[src/rtl/mac_col_sequencer_vert_pkg.sv]
// Shared types and helpers for the vertical bit-column MAC sequencer.
//   col_state_t : sequencer FSM states (IDLE -> RUN -> DONE)
//   acc_width() : exact dot-product accumulator width for a given data width and vector length
//   popcount()  : number of set bits in a vector of up to POPCOUNT_MAX bits
package bitsim_pkg;

  typedef enum logic [1:0] {
    IDLE,
    RUN,
    DONE
  } col_state_t;

  localparam int POPCOUNT_MAX = 32;

  // Product of two DATA_WIDTH signed values needs 2*DATA_WIDTH bits, and summing
  // VEC_LENGTH of them adds $clog2(VEC_LENGTH) bits of growth.
  function automatic int acc_width(input int data_width, input int vec_length);
    return 2 * data_width + $clog2(vec_length);
  endfunction

  function automatic int unsigned popcount(input logic [POPCOUNT_MAX-1:0] bits);
    int unsigned n;
    n = 0;
    for (int i = 0; i < POPCOUNT_MAX; i++) begin
      if (bits[i]) n++;
    end
    return n;
  endfunction

endpackage

[src/rtl/mac_col_sequencer_vert_if.sv]
// Bus between the sequencer, its upstream buffers, the column MAC and the psum writer.
//   in_*   : vector input handshake (weights, activations, precomputed sum of activations)
//   mac_*  : per-column drive to the combinational MAC and its same-cycle result
//   out_*  : dot-product output handshake
// Modports: slave = the sequencer, master = everything around it.
interface mac_col_sequencer_vert_if
  import bitsim_pkg::*;
#(
  parameter int DATA_WIDTH    = 8,
  parameter int VEC_LENGTH    = 4,
  parameter int SUM_ACT_WIDTH = 11,
  parameter int ACC_WIDTH     = acc_width(DATA_WIDTH, VEC_LENGTH)
);

  logic                                   in_valid;
  logic                                   in_ready;
  logic [VEC_LENGTH-1:0][DATA_WIDTH-1:0]  in_weight;
  logic [VEC_LENGTH-1:0][DATA_WIDTH-1:0]  in_act;
  logic [SUM_ACT_WIDTH-1:0]               in_sum_act;

  logic [VEC_LENGTH-1:0][DATA_WIDTH-1:0]  mac_adder_in;
  logic [SUM_ACT_WIDTH-1:0]               mac_sum_act;
  logic                                   mac_is_msb;
  logic                                   mac_is_skip_zero;
  logic [SUM_ACT_WIDTH-1:0]               mac_result;

  logic                                   out_valid;
  logic                                   out_ready;
  logic [ACC_WIDTH-1:0]                   out_data;

  modport slave (
    input  in_valid, in_weight, in_act, in_sum_act, mac_result, out_ready,
    output in_ready, mac_adder_in, mac_sum_act, mac_is_msb, mac_is_skip_zero,
           out_valid, out_data
  );

  modport master (
    output in_valid, in_weight, in_act, in_sum_act, mac_result, out_ready,
    input  in_ready, mac_adder_in, mac_sum_act, mac_is_msb, mac_is_skip_zero,
           out_valid, out_data
  );

endinterface

[src/rtl/mac_col_sequencer_vert_gate.sv]
// mac_col_gate: combinational per-column logic.
//   enable       : high only while the sequencer is streaming columns
//   col          : bit index of the current weight column
//   weight, act  : latched weight and activation vectors
//   adder_in     : activations gated onto the MAC adder tree
//   is_skip_zero : 1 -> adder sums acts whose weight bit is 1; 0 -> acts whose bit is 0
// Picking the encoding with the fewer passed activations keeps at most VEC_LENGTH/2
// operands active; the MAC recovers the other case from sum_act.
module mac_col_gate
  import bitsim_pkg::*;
#(
  parameter int DATA_WIDTH = 8,
  parameter int VEC_LENGTH = 4,
  parameter int COL_WIDTH  = $clog2(DATA_WIDTH)
) (
  input  logic                                  enable,
  input  logic [COL_WIDTH-1:0]                  col,
  input  logic [VEC_LENGTH-1:0][DATA_WIDTH-1:0] weight,
  input  logic [VEC_LENGTH-1:0][DATA_WIDTH-1:0] act,
  output logic [VEC_LENGTH-1:0][DATA_WIDTH-1:0] adder_in,
  output logic                                  is_skip_zero
);

  logic [VEC_LENGTH-1:0] col_bits;
  logic                  skip_zero;

  // NOTE: every output gets a default before any conditional assignment so no latch is inferred.
  always_comb begin
    col_bits = '0;
    adder_in = '0;
    for (int i = 0; i < VEC_LENGTH; i++) begin
      col_bits[i] = weight[i][col];
    end
    // Ties (exactly half ones) and all-zero columns resolve to skip-zero.
    skip_zero = int'(popcount(POPCOUNT_MAX'(col_bits))) <= VEC_LENGTH / 2;
    for (int i = 0; i < VEC_LENGTH; i++) begin
      if (enable && (col_bits[i] == skip_zero)) adder_in[i] = act[i];
    end
    is_skip_zero = enable && skip_zero;
  end

endmodule

[src/rtl/mac_col_sequencer_vert.sv]
// mac_col_sequencer_vert: drives the combinational vertical bit-column MAC.
//   clk, rst_n : clock, asynchronous active-low reset
//   bus        : mac_col_sequencer_vert_if.slave (in_*, mac_*, out_* groups)
// Latches one vector, streams weight bit-columns MSB->LSB one per cycle, and
// shift-accumulates the signed column results into the full dot product.
// mac_* outputs depend only on latched registers, col and state, never on in_*.
module mac_col_sequencer_vert
  import bitsim_pkg::*;
#(
  parameter int DATA_WIDTH    = 8,
  parameter int VEC_LENGTH    = 4,
  parameter int SUM_ACT_WIDTH = 11,
  parameter int ACC_WIDTH     = acc_width(DATA_WIDTH, VEC_LENGTH)
) (
  input  logic                    clk,
  input  logic                    rst_n,
  mac_col_sequencer_vert_if.slave bus
);

  localparam int                   COL_WIDTH = $clog2(DATA_WIDTH);
  localparam logic [COL_WIDTH-1:0] COL_MSB   = COL_WIDTH'(DATA_WIDTH - 1);

  col_state_t                            state;
  logic [COL_WIDTH-1:0]                  col;
  logic [VEC_LENGTH-1:0][DATA_WIDTH-1:0] weight_q;
  logic [VEC_LENGTH-1:0][DATA_WIDTH-1:0] act_q;
  logic [SUM_ACT_WIDTH-1:0]              sum_act_q;
  logic signed [ACC_WIDTH-1:0]           acc_q;
  logic signed [ACC_WIDTH-1:0]           acc_next;
  logic                                  in_ready_q;
  logic                                  out_valid_q;
  logic [ACC_WIDTH-1:0]                  out_data_q;
  logic                                  run;

  assign run = (state == RUN);

  // Earlier columns carry twice the weight of the next one, so shift before adding.
  assign acc_next = (acc_q <<< 1)
                  + {{(ACC_WIDTH - SUM_ACT_WIDTH){bus.mac_result[SUM_ACT_WIDTH-1]}},
                     bus.mac_result};

  // NOTE: all state is updated with non-blocking assignments so every register samples pre-edge values.
  always_ff @(posedge clk or negedge rst_n) begin
    if (!rst_n) begin
      state       <= IDLE;
      col         <= '0;
      weight_q    <= '0;
      act_q       <= '0;
      sum_act_q   <= '0;
      acc_q       <= '0;
      in_ready_q  <= 1'b1;
      out_valid_q <= 1'b0;
      out_data_q  <= '0;
    end else begin
      case (state)
        IDLE: begin
          if (bus.in_valid) begin
            weight_q   <= bus.in_weight;
            act_q      <= bus.in_act;
            sum_act_q  <= bus.in_sum_act;
            col        <= COL_MSB;
            acc_q      <= '0;
            in_ready_q <= 1'b0;
            state      <= RUN;
          end
        end
        RUN: begin
          acc_q <= acc_next;
          if (col == '0) begin
            out_data_q  <= acc_next;
            out_valid_q <= 1'b1;
            state       <= DONE;
          end else begin
            col <= col - COL_WIDTH'(1);
          end
        end
        DONE: begin
          if (bus.out_ready) begin
            out_valid_q <= 1'b0;
            in_ready_q  <= 1'b1;
            state       <= IDLE;
          end
        end
        default: state <= IDLE;
      endcase
    end
  end

  mac_col_gate #(
    .DATA_WIDTH (DATA_WIDTH),
    .VEC_LENGTH (VEC_LENGTH),
    .COL_WIDTH  (COL_WIDTH)
  ) u_gate (
    .enable       (run),
    .col          (col),
    .weight       (weight_q),
    .act          (act_q),
    .adder_in     (bus.mac_adder_in),
    .is_skip_zero (bus.mac_is_skip_zero)
  );

  assign bus.in_ready    = in_ready_q;
  assign bus.out_valid   = out_valid_q;
  assign bus.out_data    = out_data_q;
  assign bus.mac_is_msb  = run && (col == COL_MSB);
  assign bus.mac_sum_act = run ? sum_act_q : '0;

endmodule

[src/flat_wrapper.sv]
// flat-port wrapper written by rule: the top's interface ports become plain ports
module mac_col_sequencer_vert_flat import bitsim_pkg::*;
#(
  parameter int DATA_WIDTH    = 8,
  parameter int VEC_LENGTH    = 4,
  parameter int SUM_ACT_WIDTH = 11,
  parameter int ACC_WIDTH     = acc_width(DATA_WIDTH, VEC_LENGTH)
)
  (clk, rst_n, bus_in_valid, bus_in_weight, bus_in_act, bus_in_sum_act, bus_mac_result, bus_out_ready, bus_in_ready, bus_mac_adder_in, bus_mac_sum_act, bus_mac_is_msb, bus_mac_is_skip_zero, bus_out_valid, bus_out_data);
  mac_col_sequencer_vert_if #(.DATA_WIDTH(DATA_WIDTH), .VEC_LENGTH(VEC_LENGTH), .SUM_ACT_WIDTH(SUM_ACT_WIDTH), .ACC_WIDTH(ACC_WIDTH)) bus_i ();
  input  logic clk;
  input  logic rst_n;
  input wire logic [$bits(bus_i.in_valid)-1:0] bus_in_valid;
  input wire logic [$bits(bus_i.in_weight)-1:0] bus_in_weight;
  input wire logic [$bits(bus_i.in_act)-1:0] bus_in_act;
  input wire logic [$bits(bus_i.in_sum_act)-1:0] bus_in_sum_act;
  input wire logic [$bits(bus_i.mac_result)-1:0] bus_mac_result;
  input wire logic [$bits(bus_i.out_ready)-1:0] bus_out_ready;
  output wire logic [$bits(bus_i.in_ready)-1:0] bus_in_ready;
  output wire logic [$bits(bus_i.mac_adder_in)-1:0] bus_mac_adder_in;
  output wire logic [$bits(bus_i.mac_sum_act)-1:0] bus_mac_sum_act;
  output wire logic [$bits(bus_i.mac_is_msb)-1:0] bus_mac_is_msb;
  output wire logic [$bits(bus_i.mac_is_skip_zero)-1:0] bus_mac_is_skip_zero;
  output wire logic [$bits(bus_i.out_valid)-1:0] bus_out_valid;
  output wire logic [$bits(bus_i.out_data)-1:0] bus_out_data;
  assign bus_i.in_valid = bus_in_valid;
  assign bus_i.in_weight = bus_in_weight;
  assign bus_i.in_act = bus_in_act;
  assign bus_i.in_sum_act = bus_in_sum_act;
  assign bus_i.mac_result = bus_mac_result;
  assign bus_i.out_ready = bus_out_ready;
  assign bus_in_ready = bus_i.in_ready;
  assign bus_mac_adder_in = bus_i.mac_adder_in;
  assign bus_mac_sum_act = bus_i.mac_sum_act;
  assign bus_mac_is_msb = bus_i.mac_is_msb;
  assign bus_mac_is_skip_zero = bus_i.mac_is_skip_zero;
  assign bus_out_valid = bus_i.out_valid;
  assign bus_out_data = bus_i.out_data;
  mac_col_sequencer_vert #(.DATA_WIDTH(DATA_WIDTH), .VEC_LENGTH(VEC_LENGTH), .SUM_ACT_WIDTH(SUM_ACT_WIDTH), .ACC_WIDTH(ACC_WIDTH)) u_core (.clk(clk), .rst_n(rst_n), .bus(bus_i));
endmodule
[config.mk]
export PLATFORM = sky130hd
export DESIGN_NAME = mac_col_sequencer_vert_flat
export DESIGN_NICKNAME = d
export VERILOG_FILES = /design/src/rtl/mac_col_sequencer_vert_pkg.sv /design/src/rtl/mac_col_sequencer_vert_if.sv /design/src/rtl/mac_col_sequencer_vert_gate.sv /design/src/rtl/mac_col_sequencer_vert.sv /design/src/flat_wrapper.sv
export SDC_FILE = /design/constraint.sdc
export NUM_CORES = 1
export LEC_CHECK = 0
export CELL_PAD_IN_SITES_DETAIL_PLACEMENT = 0
export CELL_PAD_IN_SITES_GLOBAL_PLACEMENT = 1
export CORE_MARGIN = 2
export CORE_UTILIZATION = 40
export DETAILED_ROUTE_END_ITERATION = 8
export PLACE_DENSITY = 0.86
export SYNTH_ARGS = -nofsm -noshare
export SYNTH_HDL_FRONTEND = slang
export SYNTH_SLANG_ARGS = --single-unit
[constraint.sdc]
create_clock -name clk -period 12.1 [get_ports clk]
set_clock_uncertainty 0.1 [all_clocks]
set_input_delay 3.63 -clock clk [delete_from_list [all_inputs] [get_ports clk]]
set_output_delay 3.63 -clock clk [all_outputs]
set_load 0.02 [all_outputs]
# --- Word-level counts from Yosys, hierarchy flattened ---
# Index checks and enable logic that the tools add are counted.
op_classes:
  addsub: 5
  n_reduce_logical: 18
  muxes: 32
  n_eq_ne: 11
  magnitude_cmp: 2
ops:
  columns: ["cell", "n"]
  rows:
  - ["adder 32 x 1 -> 32 bit (second input constant)", 3]
  - ["two-way mux 32 bit", 3]
  - ["one-hot mux 17 bit (2 select lines)", 1]
  - ["<= comparator 32 x 3 -> 1 bit (second input constant)", 1]
  - ["two-way mux 8 bit", 4]
  - ["adder 18 bit", 1]
  - ["two-way mux 17 bit", 1]
  - ["binary-select mux 1 bit (select 3 bit)", 4]
  - ["AND reduction 3 bit", 4]
  - ["two-way mux 11 bit", 1]
  - ["two-way mux 1 bit", 9]
  - ["inequality test 2 bit (second input constant)", 4]
  - ["logical AND 1 bit", 6]
  - ["two-way mux 2 bit", 3]
  - ["two-way mux 3 bit", 2]
  - ["one-hot mux 2 bit (3 select lines)", 1]
  - ["one-hot mux 3 bit (2 select lines)", 1]
  - ["AND reduction 2 bit", 3]
  - ["nonzero test 2 bit", 3]
  - ["== test 1 bit", 4]
  - ["less-than comparator 3 x 4 -> 1 bit (second input constant)", 1]
  - ["one-hot mux 1 bit (2 select lines)", 2]
  - ["== test 3 bit (second input constant)", 1]
  - ["zero test 3 bit", 1]
  - ["other kinds (4)", 4]
totals:
  regBits: 117
  in_bits: 90

# --- Depth between registers and ports, before layout ---
# Gate-level depths: netlist (run 1).
logic_depth:
  depth_word: 13
  depth_mapped: 15

# --- Modules after synthesis ---
# A second synthesis (run 1) with hierarchy kept.
hier_totals:
  hier_cells: 727
  hier_area_um2: 6349.8
by_module_without_submodules:
  columns: ["module", "area_per_inst_um2", "seq_area_each_um2", "cells_each", "instances"]
  rows:
  - ["mac_col_sequencer_vert", 5285.1, 2929.1, 591, 1]
  - ["mac_col_gate", 1064.8, 0.0, 136, 1]

# --- Worst setup path after synthesis (run 1) ---
# No wires, ideal clock.
synth_path:
  path_type: "register to output"
  startpoint: "register u_core.col[0]"
  endpoint: "output port bus_mac_adder_in[16]"
  n_path_buf: 2
  slack_ns: 4.842
  arrival_ns: 3.528
  required_ns: 8.370
  path_stages_with_launch: 16
  cell_sequence: "dfrtp_1 -> buf_6 -> mux4_1 -> nand2_1 -> nand2_1 -> inv_1 -> ha_1 -> buf_4 -> xnor2_1 -> ha_1 -> or2_2 -> o22a_1 -> a21oi_2 -> a31oi_4 -> o22a_2 -> nor2b_1"
synth_via:
  elab_chain_cells: 13
  elab_cells_between_ends: 19
  classes_between: "3 x add/sub; 1 x order compare; 1 x eq/ne; 13 x mux; 1 x reduce/logical"
synth_rtl:
  columns: ["element", "line_no", "text"]
  rows:
  - ["start, declared", "mac_col_sequencer_vert.sv:24", "logic [COL_WIDTH-1:0] col;"]
  - ["start signal, assigned", "mac_col_sequencer_vert.sv:74", "col <= col - COL_WIDTH'(1);"]
  - ["binary-select mux 1 bit (select 3 bit)", "mac_col_sequencer_vert_gate.sv:32", "col_bits[i] = weight[i][col];"]
  - ["two-way mux 1 bit (implied by the code)", "mac_col_sequencer_vert_gate.sv:32", null]
  - ["two-way mux 1 bit", "mac_col_sequencer_vert_pkg.sv:25", "if (bits[i]) n++;"]
  - ["adder 32 x 1 -> 32 bit", "mac_col_sequencer_vert_pkg.sv:25", null]
  - ["two-way mux 32 bit", "mac_col_sequencer_vert_pkg.sv:25", null]
  - ["adder 32 x 1 -> 32 bit", "mac_col_sequencer_vert_pkg.sv:25", null]
  - ["two-way mux 32 bit", "mac_col_sequencer_vert_pkg.sv:25", null]
  - ["adder 32 x 1 -> 32 bit", "mac_col_sequencer_vert_pkg.sv:25", null]
  - ["two-way mux 32 bit", "mac_col_sequencer_vert_pkg.sv:25", null]
  - ["<= comparator 32 x 3 -> 1 bit", "mac_col_sequencer_vert_gate.sv:35", "skip_zero = int'(popcount(POPCOUNT_MAX'(col_bits))) <= VEC_LENGTH / 2;"]
  - ["== test 1 bit *", "mac_col_sequencer_vert_gate.sv:37", "if (enable && (col_bits[i] == skip_zero)) adder_in[i] = act[i];"]
  - ["logical AND 1 bit *", "mac_col_sequencer_vert_gate.sv:37", null]
  - ["two-way mux 8 bit *", "mac_col_sequencer_vert_gate.sv:37", null]
  - ["end, declared", "flat_wrapper.sv:20", "output wire logic [$bits(bus_i.mac_adder_in)-1:0] bus_mac_adder_in;"]
# Every way passes the cells marked *; elsewhere a longest branch is shown, timed or not. The select of a mux whose other input is x is not followed.

# --- Worst setup path in the final report (run 1) ---
layout_path:
  startpoint: "register u_core.col[0]"
  endpoint: "output port bus_mac_adder_in[13]"
# Same word-level chain as after synthesis.

==> flow_summary.yaml, run 1 <==
routing:
  routed.top_layer: "met4"
  vias: 4446
  postRouteAntennaNets: 0
  wl_met3_um: 1020
  wl_met1_um: 5570
  drc: 0
  drtIter0Drc: 191
  routed_wl_um: 13700
  wl_per_cell_um: 16.0
  vias_per_cell: 5.18
  drt_pass1_iterations: 4
  met2_length_um: 6910
timing:
  drv_slew: 0
  fmax_mhz: 117
  rsz0062_at_grt: "no"
  hold_viol_final: 0
  tightestPinTransition_ps: 977
  setup_viol: 0
  relSlewSlack: 0.330
  final.setup.tns_ps: 0
  fin_crit_ps: 8550
  fin_crit_sh: 0.706
finish:
  area_growth_pct: 39.6
  seqCellArea_sq_um: 2930
  nFillCells: 1240
  final_nets: 775
  final_cell_mix: "153 x clkdlybuf4s50_1, 116 x dfrtp_1, 81 x mux2_2"
  antenna_cells: 0
  drive_gt1_frac: 0.201
  multi_input_area_sq_um: 2880
  final_common_cell: "clkdlybuf4s50_1"
die:
  fp.dieArea_sq_um: 15900
  ios: 155
  fp.dieH_um: 126
  core-area_sq_um: 14500
  rows: 44
  die_w_um: 126
  start_util: 0.410
global_route:
  grt.total_usage: 0.181
  antenna_found_initial: 0
  grt_pass1_wl_um: 23000
  grt_max_degree: 80
  grt_pass1_vias: 4807
  grt-ovfl-total: 0
placement:
  numPortBuffers: 154
  dp.final_hpwl_um: 10100
  gp_congestion: 0.870
setup_path:
  crit_path_start_kind: "flip-flop"
  crit_chain: "mux4_1 -> nand2_1 -> nand2_1 -> inv_1 -> ha_1 -> xnor2_1 -> ha_1 -> or2_2 -> o22a_1 -> a21oi_2 -> a31oi_4 -> a21oi_2 -> and2_1 -> clkdlybuf4s50_1"
  critPathKind: "flip-flop to output port"
  crit_arrival_ps: 4820
  crit_path_top_delay_cell: "dfrtp_1"
  critPathMaxStageDelay_ps: 670
  worstPathRequired_ps: 8370
  endpoint_kind: "output port"
  cp_max_fo: 12
cts:
  worstSkewPairLatency_ps: 410
  numCtsBuffers: 17
  path_clk_slew_ps: 50
  holdBufCountCts: 0
  clock-sinks: 117
  tritoncts: "done"
  root_buffer: "clkbuf_16"
  clockBufferDepth: 2
  h-tree-depth: 4
  postCtsSetupBuffers: 0
  cts_resized: 0
yosys:
  yosysTopAreaCell: "dfrtp_1"
  syn-num-nets: 617
  synth_ff_type: "dfrtp_1"
  synth_edf_count: 0
  ys_types: 55
  yosys_warnings: 0
  syn-cell-area_sq_um: 5950
  synth.top_cells.by_area: "dfrtp_1 49%, mux2_2 15%, ha_1 4.6%"
  yosysTopAreaCellShare: 0.488
  synthCells: 504
  synth_seq_cells: 117
  ys_seq_area_frac: 0.492
  ys_async_sr_fraction: 1.00
  synth.avg_cell_area_sq_um: 11.8
worst_hold_path:
  min_path_type: "flip-flop to flip-flop"
job:
  cap_viol_max_count: 0
run_status:
  status: "complete, no violations"
[worst paths after layout]
check	startpoint	end	slack [ps]	cells after the start
min in group asynchronous	rst_n	u_core.bus.out_data[7]	3080	1
worst max-delay path	u_core.col[0]	bus_mac_adder_in[13]	3550	14
worst max register to register	u_core.acc_q[0]	u_core.acc_q[11]	9670	10
max in group asynchronous	rst_n	u_core.act_q[31]	7470	2
worst min register to register	u_core.bus.out_data[14]	u_core.bus.out_data[14]	380	2
worst min-delay path	u_core.bus.out_data[14]	u_core.bus.out_data[14]	380	2
[critical path: cells and delay by family, from the launching register on]
family | cells | cell delay (ps)
adders and majority gates | 2 | 660
xor gates and xnor gates | 1 | 180
and+or+nand+nor | 4 | 710
buffers and inverters | 2 | 700
DFF | 1 | 670
AOI/OAI and AO/OA | 4 | 880
muxes | 1 | 610
[layer usage]
metal,vias to the layer above,track usage
met5,-,0
met4,0,0.0653
met3,18,0.0680
met2,124,0.312
met1,2186,0.206
li1,2118,-
[sequential cells by signal (all words and copies together), names as in the netlist]
signal,flops
u_core.bus.out_valid,1
u_core.weight_q,32
u_core.act_q,32
u_core.col,3
u_core.bus.out_data,18
u_core.acc_q,17
u_core.state,2
u_core.sum_act_q,11
u_core.bus.in_ready,1
[logic make-up (layout without fill, tap and decap cells)]
logic type | count (synthesis) | in the layout | share of synthesized area
compound gates | 95 | 95 | 0.108
xor+xnor | 14 | 14 | 0.0206
fa+ha+maj | 23 | 23 | 0.0496
buf+inv | 34 | 205 | 0.0254
flops | 117 | 117 | 0.492
mux | 93 | 93 | 0.196
simple gates | 128 | 128 | 0.108
[per-stage QoR]
| stage | utilization | worst slack [ps] | hold slack, ps | cell area, sq um | std cells |
|---|---|---|---|---|---|
| 2_1_floorplan | - | 4840 | 353 | 5950 | 504 |
| 3_3_place_gp | 0.528 | 4100 | 364 | 7670 | 827 |
| 3_5_place_dp | 0.528 | 3960 | 377 | 7670 | 827 |
| 4_1_cts | 0.572 | 3500 | 389 | 8310 | 859 |
| 5_1_grt | 0.572 | 3180 | 404 | 8310 | 859 |
| 6_report | 0.572 | 3550 | 384 | 8310 | 859 |
[synthesized netlist by cell type, types with 2 or more instances]
library cell    n
dfrtp_1       116
mux2_2         81
nand2_1        47
and2_1         37
ha_1           22
o21ai_0        21
a21oi_1        19
nor2_1         16
clkbuf_1       14
inv_1          14
nor2b_1        11
a21o_1          8
o21ai_1         7
xnor2_1         7
xor2_1          7
a22o_1          5
mux4_1          5
nor3_1          5
o21a_1          4
o21bai_1        4
o31ai_1         4
a21oi_2         3
a31oi_1         3
mux4_2          3
nor4_1          3
a211oi_1        2
a21boi_0        2
a311oi_2        2
and3_1          2
buf_4           2
buf_6           2
mux2i_1         2
nand2b_1        2
[cell type report]
cell class,count,area share
clock buffer,18,0.0529
clock inverter,14,0.0238
inverter,14,0.00633
multi-input combinational,353,0.347
sequential,117,0.353
tap,184,0.0277
timing repair buffer,159,0.190
Power of run 1 is left out: the tool's default activity adds up to more than one toggle a clock period on the data nets, which glitch-free logic cannot reach.
==> inputs of run 2 (changes only) <==
CORE_UTILIZATION = 38   (was 40)
PLACE_DENSITY = 0.83   (was 0.86)
clock period = 8.2 ns   (was 12.1 ns; I/O delays follow)
==> flow_summary.yaml, run 2 (synthesis gave the netlist of run 1 again) <==
cts:
  numCtsBuffers: 17
  clockBufferDepth: 2
  worstSkewPairLatency_ps: 410
  path_clk_slew_ps: 50
  h-tree-depth: 4
  tritoncts: "done"
  postCtsSetupBuffers: 0
  holdBufCountCts: 0
  root_buffer: "clkbuf_16"
  cts_resized: 0
  clock-sinks: 117
die:
  fp.dieArea_sq_um: 16700
  die_w_um: 129
  rows: 45
  core-area_sq_um: 15300
  ios: 155
  fp.dieH_um: 129
  start_util: 0.390
placement:
  place_ws_ps: 1260
  gp_congestion: 0.874
  dp.final_hpwl_um: 10100
  numPortBuffers: 154
timing:
  final.setup.tns_ps: 0
  holdWs_ps: 376
  setup_ws_ps: 863
  fin_crit_ps: 7340
  rsz0062_at_grt: "no"
  hold_viol_final: 0
  relSlewSlack: 0.335
  fin_crit_sh: 0.895
  drv_slew: 0
  tightestPinTransition_ps: 970
  fmax_mhz: 136
  setup_viol: 0
setup_path:
  endpoint_kind: "output port"
  critPathKind: "flip-flop to output port"
  worstPathRequired_ps: 5640
  crit_arrival_ps: 4780
  cp_max_fo: 12
  startpoint: "u_core.col[0]"
  crit_path_start_kind: "flip-flop"
  r2r_start: "u_core.acc_q[0]"
  reg2regPathDepth: 10
routing:
  routed_wl_um: 13800
  vias_per_cell: 4.99
  drc: 0
  postRouteAntennaNets: 0
  drt_pass1_iterations: 4
  vias: 4422
  wl_per_cell_um: 15.5
  drtIter0Drc: 211
run_status:
  status: "complete, no violations"
global_route:
  grt-ovfl-total: 0
  grt_max_degree: 77
  antenna_found_initial: 0
  grt_pass1_vias: 4744
  grt.total_usage: 0.176
  grt_pass1_wl_um: 22900
finish:
  final_common_cell: "clkdlybuf4s50_1"
  antenna_cells: 0
  final_cell_mix: "153 x clkdlybuf4s50_1, 116 x dfrtp_1, 81 x mux2_2"
  nFillCells: 1336
  area_growth_pct: 40.1
  drive_gt1_frac: 0.199
  final_nets: 775
worst_hold_path:
  min_path_type: "flip-flop to flip-flop"
  hold_path.startpoint: "u_core.bus.out_data[9]"
  worstHoldPathCells: 2
job:
  cap_viol_max_count: 0
run 2: cell count changes in the layout (fill, tap and decap cells not counted):
cell,previous run,this run
clkinv_2,2,1
clkbuf_8,1,2
clkbuf_1,0,2
clkinv_4,3,2
clkinvlp_4,2,3
inv_6,3,1
run 2: metrics by stage:
step | utilization | instance area, sq um | instances
floorplan | - | 5950 | 504
global placement | 0.505 | 7700 | 854
detailed placement | 0.505 | 7700 | 854
CTS | 0.546 | 8340 | 886
global route | 0.546 | 8340 | 886
finish | 0.546 | 8340 | 886
run 2: area by class of cell:
cell class	instances	area, sq um	share of cell area
sequential	117	2930	0.351
multi-input combinational	353	2880	0.346
timing repair buffer	159	1580	0.189
clock buffer	21	460	0.0552
tap	211	264	0.0317
clock inverter	11	174	0.0209
inverter	14	52.6	0.00630
run 2: final timing paths:
check	to	slack, ps
worst min register to register	u_core.bus.out_data[9]	380
worst max-delay path	bus_mac_adder_in[12]	860
min in group asynchronous	u_core.bus.out_data[2]	1950
max in group asynchronous	u_core.acc_q[13]	4710
worst min-delay path	u_core.bus.out_data[9]	380
worst max register to register	u_core.acc_q[15]	5770
run 2: layer usage:
layer,routed length [um],global-route usage
met1,5680,0.205
met2,6740,0.290
met4,246,0.0671
met5,0,0
met3,1100,0.0735
run 2: worst max-delay path, stage by stage (launching register included):
cell             delay, ps
dfrtp_1                670
mux4_1                 620
nand2_1                 80
nand2_1                120
inv_1                   90
ha_1                   320
xnor2_1                180
ha_1                   340
or2_2                  300
o22a_1                 200
a21oi_2                190
a31oi_4                130
a21oi_2                330
and2_1                 180
clkdlybuf4s50_1        600
Power of run 2 is left out for the same reason.
==> variant, RTL diff (flow settings as in run 1) <==
`VEC_LENGTH` is set to 4 in 4 places; all go to 8.
--- a/src/rtl/mac_col_sequencer_vert_if.sv
+++ b/src/rtl/mac_col_sequencer_vert_if.sv
@@ -7,7 +7,7 @@
   import bitsim_pkg::*;
 #(
   parameter int DATA_WIDTH    = 8,
-  parameter int VEC_LENGTH    = 4,
+  parameter int VEC_LENGTH    = 8,
   parameter int SUM_ACT_WIDTH = 11,
   parameter int ACC_WIDTH     = acc_width(DATA_WIDTH, VEC_LENGTH)
 );
--- a/src/rtl/mac_col_sequencer_vert_gate.sv
+++ b/src/rtl/mac_col_sequencer_vert_gate.sv
@@ -10,7 +10,7 @@
   import bitsim_pkg::*;
 #(
   parameter int DATA_WIDTH = 8,
-  parameter int VEC_LENGTH = 4,
+  parameter int VEC_LENGTH = 8,
   parameter int COL_WIDTH  = $clog2(DATA_WIDTH)
 ) (
   input  logic                                  enable,
--- a/src/rtl/mac_col_sequencer_vert.sv
+++ b/src/rtl/mac_col_sequencer_vert.sv
@@ -8,7 +8,7 @@
   import bitsim_pkg::*;
 #(
   parameter int DATA_WIDTH    = 8,
-  parameter int VEC_LENGTH    = 4,
+  parameter int VEC_LENGTH    = 8,
   parameter int SUM_ACT_WIDTH = 11,
   parameter int ACC_WIDTH     = acc_width(DATA_WIDTH, VEC_LENGTH)
 ) (
--- a/src/flat_wrapper.sv
+++ b/src/flat_wrapper.sv
@@ -2,7 +2,7 @@
 module mac_col_sequencer_vert_flat import bitsim_pkg::*;
 #(
   parameter int DATA_WIDTH    = 8,
-  parameter int VEC_LENGTH    = 4,
+  parameter int VEC_LENGTH    = 8,
   parameter int SUM_ACT_WIDTH = 11,
   parameter int ACC_WIDTH     = acc_width(DATA_WIDTH, VEC_LENGTH)
 )
Interface: changed (resized bus_in_act, bus_in_weight, bus_mac_adder_in and bus_out_data); port bits go from 155 to 252. The function was not compared with the original's and may differ.
==> variant against run 1 <==
Global-route usage up 0.31 points. Wire length up 76%. Worst setup slack worse by 2.8 ns. Final area up 62%. Sequential share of layout area down 1.2 points. Area after synthesis up 69%. Sequential cell count up 66. Critical path type unchanged. Largest cell class is now multi-input combinational cells.
Power is not shown: default switching activity piles up to over one toggle a cycle in this logic, so the estimate is an artifact.
==> variant: results (changes against run 1) <==
Clock tree
  • Reg clk slew, reported paths: 0.08 ns (+0.03 ns)
  • Bufs on Longest Clock Path: 2 (unchanged)
  • Clock root buffer master: clkbuf_16
  • CTS resizes: 0 (unchanged)
  • Clk_lat worst skew: 0.42 ns

Place
  • Pre-CTS setup slack: 1.16 ns (-2.79 ns)
  • Dpl hpwl: 17600 um (+75%)
  • Port bufs: 251 (+63%)
  • Inst Count DP: 1336 (+62%)
  • Placed Area: 12900 sq um (+68%)
  • GPL Wtd Cong: 0.819 (-5.9%)

Yosys
  • Synth Area in Compound Gates: 9.98% (-0.87 points)
  • Adder-Cell Fraction of Synth Area: 3.55% (-1.4 points)
  • Unique cell type count in the Yosys netlist: 71 (+29%)
  • Top cells by area, synth: dfrtp_1, mux2_2, mux4_2
  • Sequential cell area fraction in the yosys report: 45.5% (-3.7 points)
  • Post-synthesis mux area share: 25.3% (+5.7 points)
  • Syn_nets: 974 (+58%)
  • Most instantiated cells after synthesis: dfrtp_1, mux2_2, clkbuf_1, nand3_1, o211a_1
  • Synth Warn #: 0 (unchanged)
  • Post-synth ARST share: 100% (unchanged)
  • Syn Area/Cell: 12.7 sq um (+7.6%)
  • Synth Area in XOR/XNOR: 3.16% (+1.1 points)

Outcome
  • Status: completed

GRT
  • GRT Resource Usage Total: 18.4% (+0.31 points)
  • Largest net degree at the start of global routing: 75 (-6.3%)
  • Vias in the first global route: 7280 (+51%)
  • First-pass GRT wire length: 38700 um (+68%)

Cells and area
  • Layout fillers: 2151 (+73%)
  • Layout Nets: 1207 (+56%)
  • Layout cell share with drive strength beyond 1: 24.1% (+3.9 points)

Hold path
  • Hold path endpoint: u_core.bus.out_data[2]
  • Worst hold start: u_core.bus.out_data[2]

Worst setup path
  • Worst reg2reg path startpoint: u_core.state[0]
  • Crit-path max FO: 11 (-1)
  • Worst EP arrival: 7.62 ns (+2.80 ns)
  • Flop2flop setup slack: 8.60 ns (-1.07 ns)
  • Family with the most delay on the worst path: simple AND/OR/NAND/NOR gates
  • RR Endpoint: u_core.act_q[37]
  • FF-to-FF path depth: 6 (-4)
  • Worst path max stage delay: 0.76 ns (+0.09 ns)

Route
  • TritonRoute pass-1 iters: 8 (+4)
  • Final WL: 24200 um (+76%)
  • DR iter-0 viols: 441 (+130%)
  • Vias post-DR: 7162 (+61%)
  • Routed length per instance: 17.7 um (+11%)

STA
  • Hold_ws: 0.389 ns (+0.00548 ns)
  • Slew HR: 23.3% (-9.7 points)
variant: how the worst max path moves through the flow:
stage,from,to,slack [ns],depth (start not counted)
2_1_floorplan,u_core.col[1],bus_mac_adder_in[48],2.27,29
3_3_place_gp,u_core.col[0],bus_mac_adder_in[63],1.29,27
3_5_place_dp,u_core.col[0],bus_mac_adder_in[7],1.16,27
4_1_cts,u_core.col[0],bus_mac_adder_in[63],0.69,27
5_1_grt,u_core.col[0],bus_mac_adder_in[5],0.25,27
6_report,u_core.col[0],bus_mac_adder_in[7],0.75,27
variant: per-layer routing:
metal  track usage, %  part of all wire [%]
met3             5.96                   7.4
met2             29.0                    46
met1             24.8                    45
met5                0                     0
met4             4.59                   1.7
variant: final cells by class:
class | count | area [sq um] | area share (%)
clock inverter | 14 | 135 | 1.00
sequential | 183 | 4580 | 34.0
timing repair buffer | 259 | 2570 | 19.1
tap | 330 | 413 | 3.07
multi-input combinational | 544 | 5250 | 39.0
inverter | 20 | 75.1 | 0.558
clock buffer | 18 | 439 | 3.26
